### src/rtl/uart_tx_arbiter.sv
// Round-robin arbiter sharing the UART TX write port among NREQ byte producers, one whole packet per grant.
// Define UART_ARB_TIMEOUT_EN to build the idle-owner timeout (revokes a grant after TIMEOUT silent cycles).
module uart_tx_arbiter #(
  parameter int NREQ     = 4,
  parameter int BITWIDTH = 8,
  parameter int TIMEOUT  = 255
) (
  input  logic                     PCLK,
  input  logic                     PRESETN,
  input  logic [NREQ-1:0]          req_valid,
  input  logic [NREQ-1:0]          req_last,
  input  logic [NREQ*BITWIDTH-1:0] req_data,
  output logic [NREQ-1:0]          req_ready,
  input  logic                     tx_full,
  output logic                     wr_uart,
  output logic [BITWIDTH-1:0]      w_data,
  output logic [NREQ-1:0]          grant,
  output logic                     busy,
  output logic                     timeout_err
);

  localparam int IW = (NREQ > 2) ? 2 : 1;

  typedef enum logic {S_IDLE = 1'b0, S_LOCK = 1'b1} state_t;

  state_t              state_reg, state_next;
  logic [NREQ-1:0]     grant_reg, grant_next;
  logic [IW-1:0]       owner_reg, owner_next;
  logic [IW-1:0]       last_idx_reg, last_idx_next;
  logic [IW-1:0]       cand;
  logic                owner_valid;
  logic                owner_last;
  logic                xfer;
  logic                timeout_hit;
  logic [BITWIDTH-1:0] owner_data;
  logic [BITWIDTH-1:0] data_masked [NREQ];

  // grant_reg is one-hot, so masking with it picks the owner's signals without an index mux
  assign owner_valid = |(req_valid & grant_reg);
  assign owner_last  = |(req_last & grant_reg);
  assign xfer        = (state_reg == S_LOCK) && owner_valid && !tx_full;

  generate
    for (genvar gi = 0; gi < NREQ; gi++) begin : g_slice
      assign data_masked[gi] = req_data[gi*BITWIDTH +: BITWIDTH] & {BITWIDTH{grant_reg[gi]}};
    end
  endgenerate

  always_comb begin
    owner_data = '0;
    for (int i = 0; i < NREQ; i++) begin
      owner_data = owner_data | data_masked[i];
    end
  end

`ifdef UART_ARB_TIMEOUT_EN
  localparam logic [7:0] TIMEOUT_LAST = 8'(TIMEOUT - 1);

  logic [7:0] idle_cnt_reg, idle_cnt_next;
  logic       timeout_err_reg;

  // Fires on the TIMEOUT-th silent LOCK cycle; tx_full stalls with valid high are not silent
  assign timeout_hit = (state_reg == S_LOCK) && !owner_valid && (idle_cnt_reg == TIMEOUT_LAST);

  always_comb begin
    idle_cnt_next = idle_cnt_reg;
    if (state_reg != S_LOCK || xfer) begin
      idle_cnt_next = '0;
    end else if (!owner_valid) begin
      idle_cnt_next = idle_cnt_reg + 8'd1;
    end
  end

  always_ff @(posedge PCLK) begin
    if (!PRESETN) begin
      idle_cnt_reg    <= '0;
      timeout_err_reg <= 1'b0;
    end else begin
      idle_cnt_reg    <= idle_cnt_next;
      timeout_err_reg <= timeout_hit;
    end
  end

  assign timeout_err = timeout_err_reg;
`else
  assign timeout_hit = 1'b0;
  assign timeout_err = 1'b0;
`endif

  always_ff @(posedge PCLK) begin
    if (!PRESETN) begin
      state_reg    <= S_IDLE;
      grant_reg    <= '0;
      owner_reg    <= '0;
      last_idx_reg <= IW'(NREQ - 1);
    end else begin
      state_reg    <= state_next;
      grant_reg    <= grant_next;
      owner_reg    <= owner_next;
      last_idx_reg <= last_idx_next;
    end
  end

  always_comb begin
    state_next    = state_reg;
    grant_next    = grant_reg;
    owner_next    = owner_reg;
    last_idx_next = last_idx_reg;
    cand          = '0;
    case (state_reg)
      S_IDLE: begin
        // Scan farthest-first so the nearest valid requester after last_idx wins
        for (int k = NREQ; k >= 1; k--) begin
          cand = IW'((int'(last_idx_reg) + k) % NREQ);
          if (req_valid[cand]) begin
            state_next       = S_LOCK;
            owner_next       = cand;
            grant_next       = '0;
            grant_next[cand] = 1'b1;
          end
        end
      end
      S_LOCK: begin
        if ((xfer && owner_last) || timeout_hit) begin
          state_next    = S_IDLE;
          grant_next    = '0;
          last_idx_next = owner_reg;
        end
      end
      default: begin
        state_next = S_IDLE;
        grant_next = '0;
      end
    endcase
  end

  // Reset gates the strobe combinationally so an abandoned packet never writes in the reset cycle
  always_comb begin
    wr_uart   = 1'b0;
    req_ready = '0;
    w_data    = '0;
    if (PRESETN && state_reg == S_LOCK) begin
      wr_uart   = owner_valid && !tx_full;
      req_ready = tx_full ? '0 : grant_reg;
      w_data    = owner_data;
    end
  end

  assign grant = grant_reg;
  assign busy  = (state_reg == S_LOCK);

endmodule

### config.mk
export PLATFORM = sky130hd
export DESIGN_NAME = uart_tx_arbiter
export DESIGN_NICKNAME = d
export VERILOG_FILES = /design/src/rtl/uart_tx_arbiter.sv
export SDC_FILE = /design/constraint.sdc
export NUM_CORES = 1
export LEC_CHECK = 0
export ABC_AREA = 1
export BUFFER_PORTS_ARGS = -buffer_cell sky130_fd_sc_hd__clkbuf_2
export CORE_MARGIN = 4
export CORE_UTILIZATION = 46
export CTS_BUF_LIST = sky130_fd_sc_hd__clkbuf_8
export DETAILED_ROUTE_END_ITERATION = 7
export HOLD_SLACK_MARGIN = 0.06
export PLACE_DENSITY = 0.9
export SLEW_MARGIN = 20
export SYNTH_ARGS = -nofsm -noshare
export SYNTH_HDL_FRONTEND = slang
export SYNTH_SLANG_ARGS = --single-unit
export TNS_END_PERCENT = 1
### constraint.sdc
create_clock -name PCLK -period 2.5 [get_ports PCLK]
set_clock_uncertainty 0.05 [all_clocks]
set_input_delay 0.5 -clock PCLK [delete_from_list [all_inputs] [get_ports PCLK]]
set_output_delay 0.5 -clock PCLK [all_outputs]
set_load 0.02 [all_outputs]
==> Word level (Yosys, flattened, before mapping) <==
Cells that the tools add are included.
{ "totals": {"in_bits": 43, "elab_cells": 80, "reg_bits": 9, "out_inout_bits": 19} }
{ "op_classes": {"muxes": 36, "magnitude_cmp": 8, "addsub": 4, "n_bitwise": 10, "n_reduce_logical": 16, "n_eq_ne": 2} }
{ "op_table": {"columns": ["cell", "n"], "rows": [
  ["$and 8x8->8", 4],
  ["$mux 4", 7],
  ["$or 8x8->8", 3],
  ["$mux 1", 14],
  ["$lt 2x3->1 const B", 4],
  ["$logic_and 1x1->1", 9],
  ["$and 4x4->4", 2],
  ["$bmux 1 s2", 4],
  ["$demux 1 s2", 4],
  ["$ge 2x1->1 const B", 4],
  ["$mux 2", 4],
  ["$mux 8", 1],
  ["$pmux 4 s2", 1],
  ["$reduce_or 4->1", 2],
  ["$reduce_and 2->1", 3],
  ["$ne 5x5->1 const B", 1],
  ["$add 2x1->2 const B", 2],
  ["$add 2x2->2 const B", 2],
  ["$reduce_bool 4->1", 1],
  ["$ne 2x1->1 const B", 1],
  ["$pmux 1 s2", 1],
  ["$logic_not 1->1", 1],
  ["$not 1->1", 1]
]} }

==> Logic depth before layout (Yosys ltp) <==
{ "depth": {"word_depth": 10, "mapped_depth": 11, "mapped_depth_nobuf": 11} }

==> Least setup slack after synthesis <==
Ideal clock, no wire load.
{ "synth_path": {"path_type": "register to output", "startpoint": "reg grant_reg[3] (netlist: grant[3])", "endpoint": "out w_data[0]", "path_slack_ns": 0.675, "path_stages_with_launch": 4, "arrival_time_ns": 1.275, "path_cell_list": "dfxtp_1 > clkbuf_1 > nand2_1 > a41oi_1"} }
{ "synth_via": {"elab_chain_cells": 3} }
{ "synth_lines": {"columns": ["element", "line", "rtl"], "rows": [
  ["start, declared", "27", "logic [NREQ-1:0] grant_reg, grant_next;"],
  ["start signal, assigned", "98", "grant_reg <= grant_next;"],
  ["$and 8x8->8", "45", "assign data_masked[gi] = req_data[gi*BITWIDTH +: BITWIDTH] & {BITWIDTH{grant_reg[gi]}};"],
  ["$or 8x8->8", "52", "owner_data = owner_data | data_masked[i];"],
  ["$mux 8", "142", "if (PRESETN && state_reg == S_LOCK) begin"],
  ["end, declared", "16", "output logic [BITWIDTH-1:0] w_data,"]
]} }
No other way between the ends.

==> Worst setup path in the final report <==
{ "layout_path": {"startpoint": "in PRESETN", "endpoint": "out w_data[2]"} }
{ "layout_via": {"elab_chain_cells": 2} }
{ "layout_lines": {"columns": ["element", "line", "rtl"], "rows": [
  ["start, declared", "9", "input logic PRESETN,"],
  ["$logic_and 1x1->1", "142", null],
  ["$mux 8", "142", null]
]} }
No other way between the ends.

==> flow_summary.toml <==
[clocking]
cts.root.buffer_cell = "clkbuf_8"
cts-hold-fix-buffers = 0
cts.htree.levels = 1
tritoncts_num_sinks = 9
cts_repair_resize_count = 0
tritoncts.num_buffers = 3
clk_pin_slew_worst_paths_ns = 0.05
cts_buffer_depth = 2
cts_tree = "built"
buffers_inserted_by_post_cts_timing_repair = 0
latest_clock_arrival_within_the_worst_skew_pair_ns = 0.24

[synth]
avgSynthCellArea_um2 = 5.66
number_of_synthesized_flops_with_an_enable_pin = 0
syn_inst = 194
synth_flop_cell = "dfxtp_1"
yosysWarnings = 0
synthArstFlopShare = 0
flip_flop_and_latch_count_after_synthesis = 9
yosys.area.top_type = "nand2_1"
yosys.cell_types.count = 21
yosys_top_cell_area_share = 0.290
synth.cell_area_um2 = 1100
synth.area.top_cells = "nand2_1 29%, dfxtp_1 16%, nand3_1 6.8%, nor2_1 6.8%, a41oi_1 6.4%"
synthesis.nets = 241
synth-seq-area-share = 0.164

[power_and_ir_drop]
sequential_share_of_power = 0.309
power_report.internal_total_uw = 353
power.switching_fraction = 0.399
finalPower_uw = 587
power_frac_comb = 0.395
p_per_area_nw_per_um2 = 404
leakagePower_nw = 0.793
clock_power_share = 0.296
vdd.ir_drop.worst_v = 0.000398
netSwitchingPower_uw = 234

[worst_setup_path]
cp_data_required_time_ns = 1.95
critPathMaxFanout = 13
cpMostUsedCell = "clkbuf_2"
slowest_delay_ns = 0.31
cell_family_with_the_largest_share_of_critical_path_delay = "buffers and inverters"
worstPathArrival_ns = 1.56
critical_path.startpoint_type = "input port"
crit_path_end_kind = "output port"
path_cells = "clkbuf_2, nand2_1, a41oi_1, clkbuf_2"
crit_type = "input port to output port"
timing.critical_path.slowest_stage_cell = "nand2_1"
cp_num_buf_inv = 2

[detailed_routing]
route.antenna.remaining_nets = 0
route.detailed.drc = 0
vias_per_cell = 5.16
met1_length_mm = 1.46
finalWirelength_mm = 3.38
wl_per_cell_um = 12.1
maxUsedRoutingLayer = "met4"
drt-pass1-iter-count = 4
drt-initial-drc-count = 53
routed-wl-met3_um = 234
wl_met2_mm = 1.67
num_vias = 1444

[cells_and_area]
utilization = 0.650
largest_register_ff_count = 4
final_common_cell = "nand2_1"
drive_gt1_frac = 0.310
finalNetCount = 300
filler_cell_count = 199
areaGrowthSynthToFinish_pct = 32.2
ff_latch_area_um2 = 180
multiInputGateArea_um2 = 817
layout.cells.most_common_list = "85 x nand2_1, 60 x clkbuf_2, 20 x nor2_1"
number_of_antenna_diodes = 0

[timing]
timing.final.setup_violations = 0
totalNegativeSetupSlack_ns = 0
post-route-period-util = 0.845
maxSlewViolCount = 0
setup_repair_after_global_routing_missed_its_margin = "no"
layout_min_cycle_time_ns = 2.11
hold_viol_final = 0
timing.fmax_mhz = 474

[grt]
grt_antenna_before_repair = 0
track_usage = 0.215
grt_first_pass_wirelength_mm = 5.68
pin_count_of_the_biggest_net_entering_global_routing = 14
grt_overflow_total = 0
first_global_vias = 1313

[job]
number_of_max_cap_violations = 0

[floorplan]
design.die.area_um2 = 3230
floorplan.core_area_um2 = 2230
die_width_um = 56.9
cell_row_count = 17
fp.dieH_um = 56.9
boundaryPins = 62
initial_core_util = 0.492

[run_status]
outcome = "finished clean"

[place]
place_congestion = 0.863
place.port_buffers = 60
dp_hpwl_mm = 2.72

[hold_path]
hold_class = "register to register"
==> path summary, 6_finish.rpt <==
| check | cells past startpoint | slack [ns] | to | from |
|---|---|---|---|---|
| setup / recovery | 4 | 0.39 | w_data[2] | PRESETN |
| hold / removal | 2 | 0.45 | last_idx_reg[1] | owner_reg[1] |
| setup reg to reg | 11 | 0.50 | owner_reg[1] | last_idx_reg[0] |
| hold reg to reg | 2 | 0.45 | last_idx_reg[1] | owner_reg[1] |
==> worst reg2reg max path, delay by kind of cell (launching register included) <==
family	cells	cell delay, ns
buffers and inverters	2	0.27
adder cells (fa/ha/maj)	1	0.41
flip-flops	1	0.48
AND/OR/NAND/NOR	8	0.69
==> Yosys cell counts (all sizes together), types with 3 or more instances <==
cell type  count
a41oi          8
clkbuf         5
dfxtp          9
ha             4
inv           18
nand2         90
nand3         19
nand4          5
nor2          21
nor3           3
o211ai         3
or2            4
==> power by group through the flow <==
stage / Sequential (mW) / Clock (mW) / Combinational, mW
6_report: 0.182 / 0.174 / 0.232
5_1_grt: 0.183 / 0.185 / 0.263
4_1_cts: 0.181 / 0.174 / 0.231
3_5_place_dp: 0.183 / 0 / 0.230
3_3_place_gp: 0.183 / 0 / 0.226
2_1_floorplan: 0.177 / 0 / 0.157
==> cell type report <==
type / count / area share
clock inverter: 1 / 0.00258
clock buffer: 3 / 0.0284
timing repair buffer: 61 / 0.212
tap: 28 / 0.0241
sequential: 9 / 0.124
multi-input combinational: 160 / 0.562
inverter: 18 / 0.0465
==> layer usage <==
layer	GRT usage	vias to the layer above
met5	0	-
met4	0.0563	0
met3	0.0575	3
met2	0.350	47
met1	0.279	654
li1	-	740
==> per-stage QoR <==
step	hold slack, ns	area [µm²]	setup slack (ns)	cells
final	0.446	1450	0.388	280
after global routing	0.480	1450	0.298	280
after CTS	0.447	1450	0.382	280
after detailed placement	0.441	1410	0.384	276
after global placement	0.433	1410	0.446	276
after floorplan	0.424	1100	0.675	194
==> kinds of logic after synthesis <==
family                     after synthesis  synth area share
DFF                                      9             0.164
other                                    1           0.00341
and+or+nand+nor                        142             0.601
buffers and inverters                   25            0.0922
AOI/OAI and AO/OA                       13            0.0934
adders and majority gates                4            0.0456
Note: power is estimated with default switching activity, not from simulation.
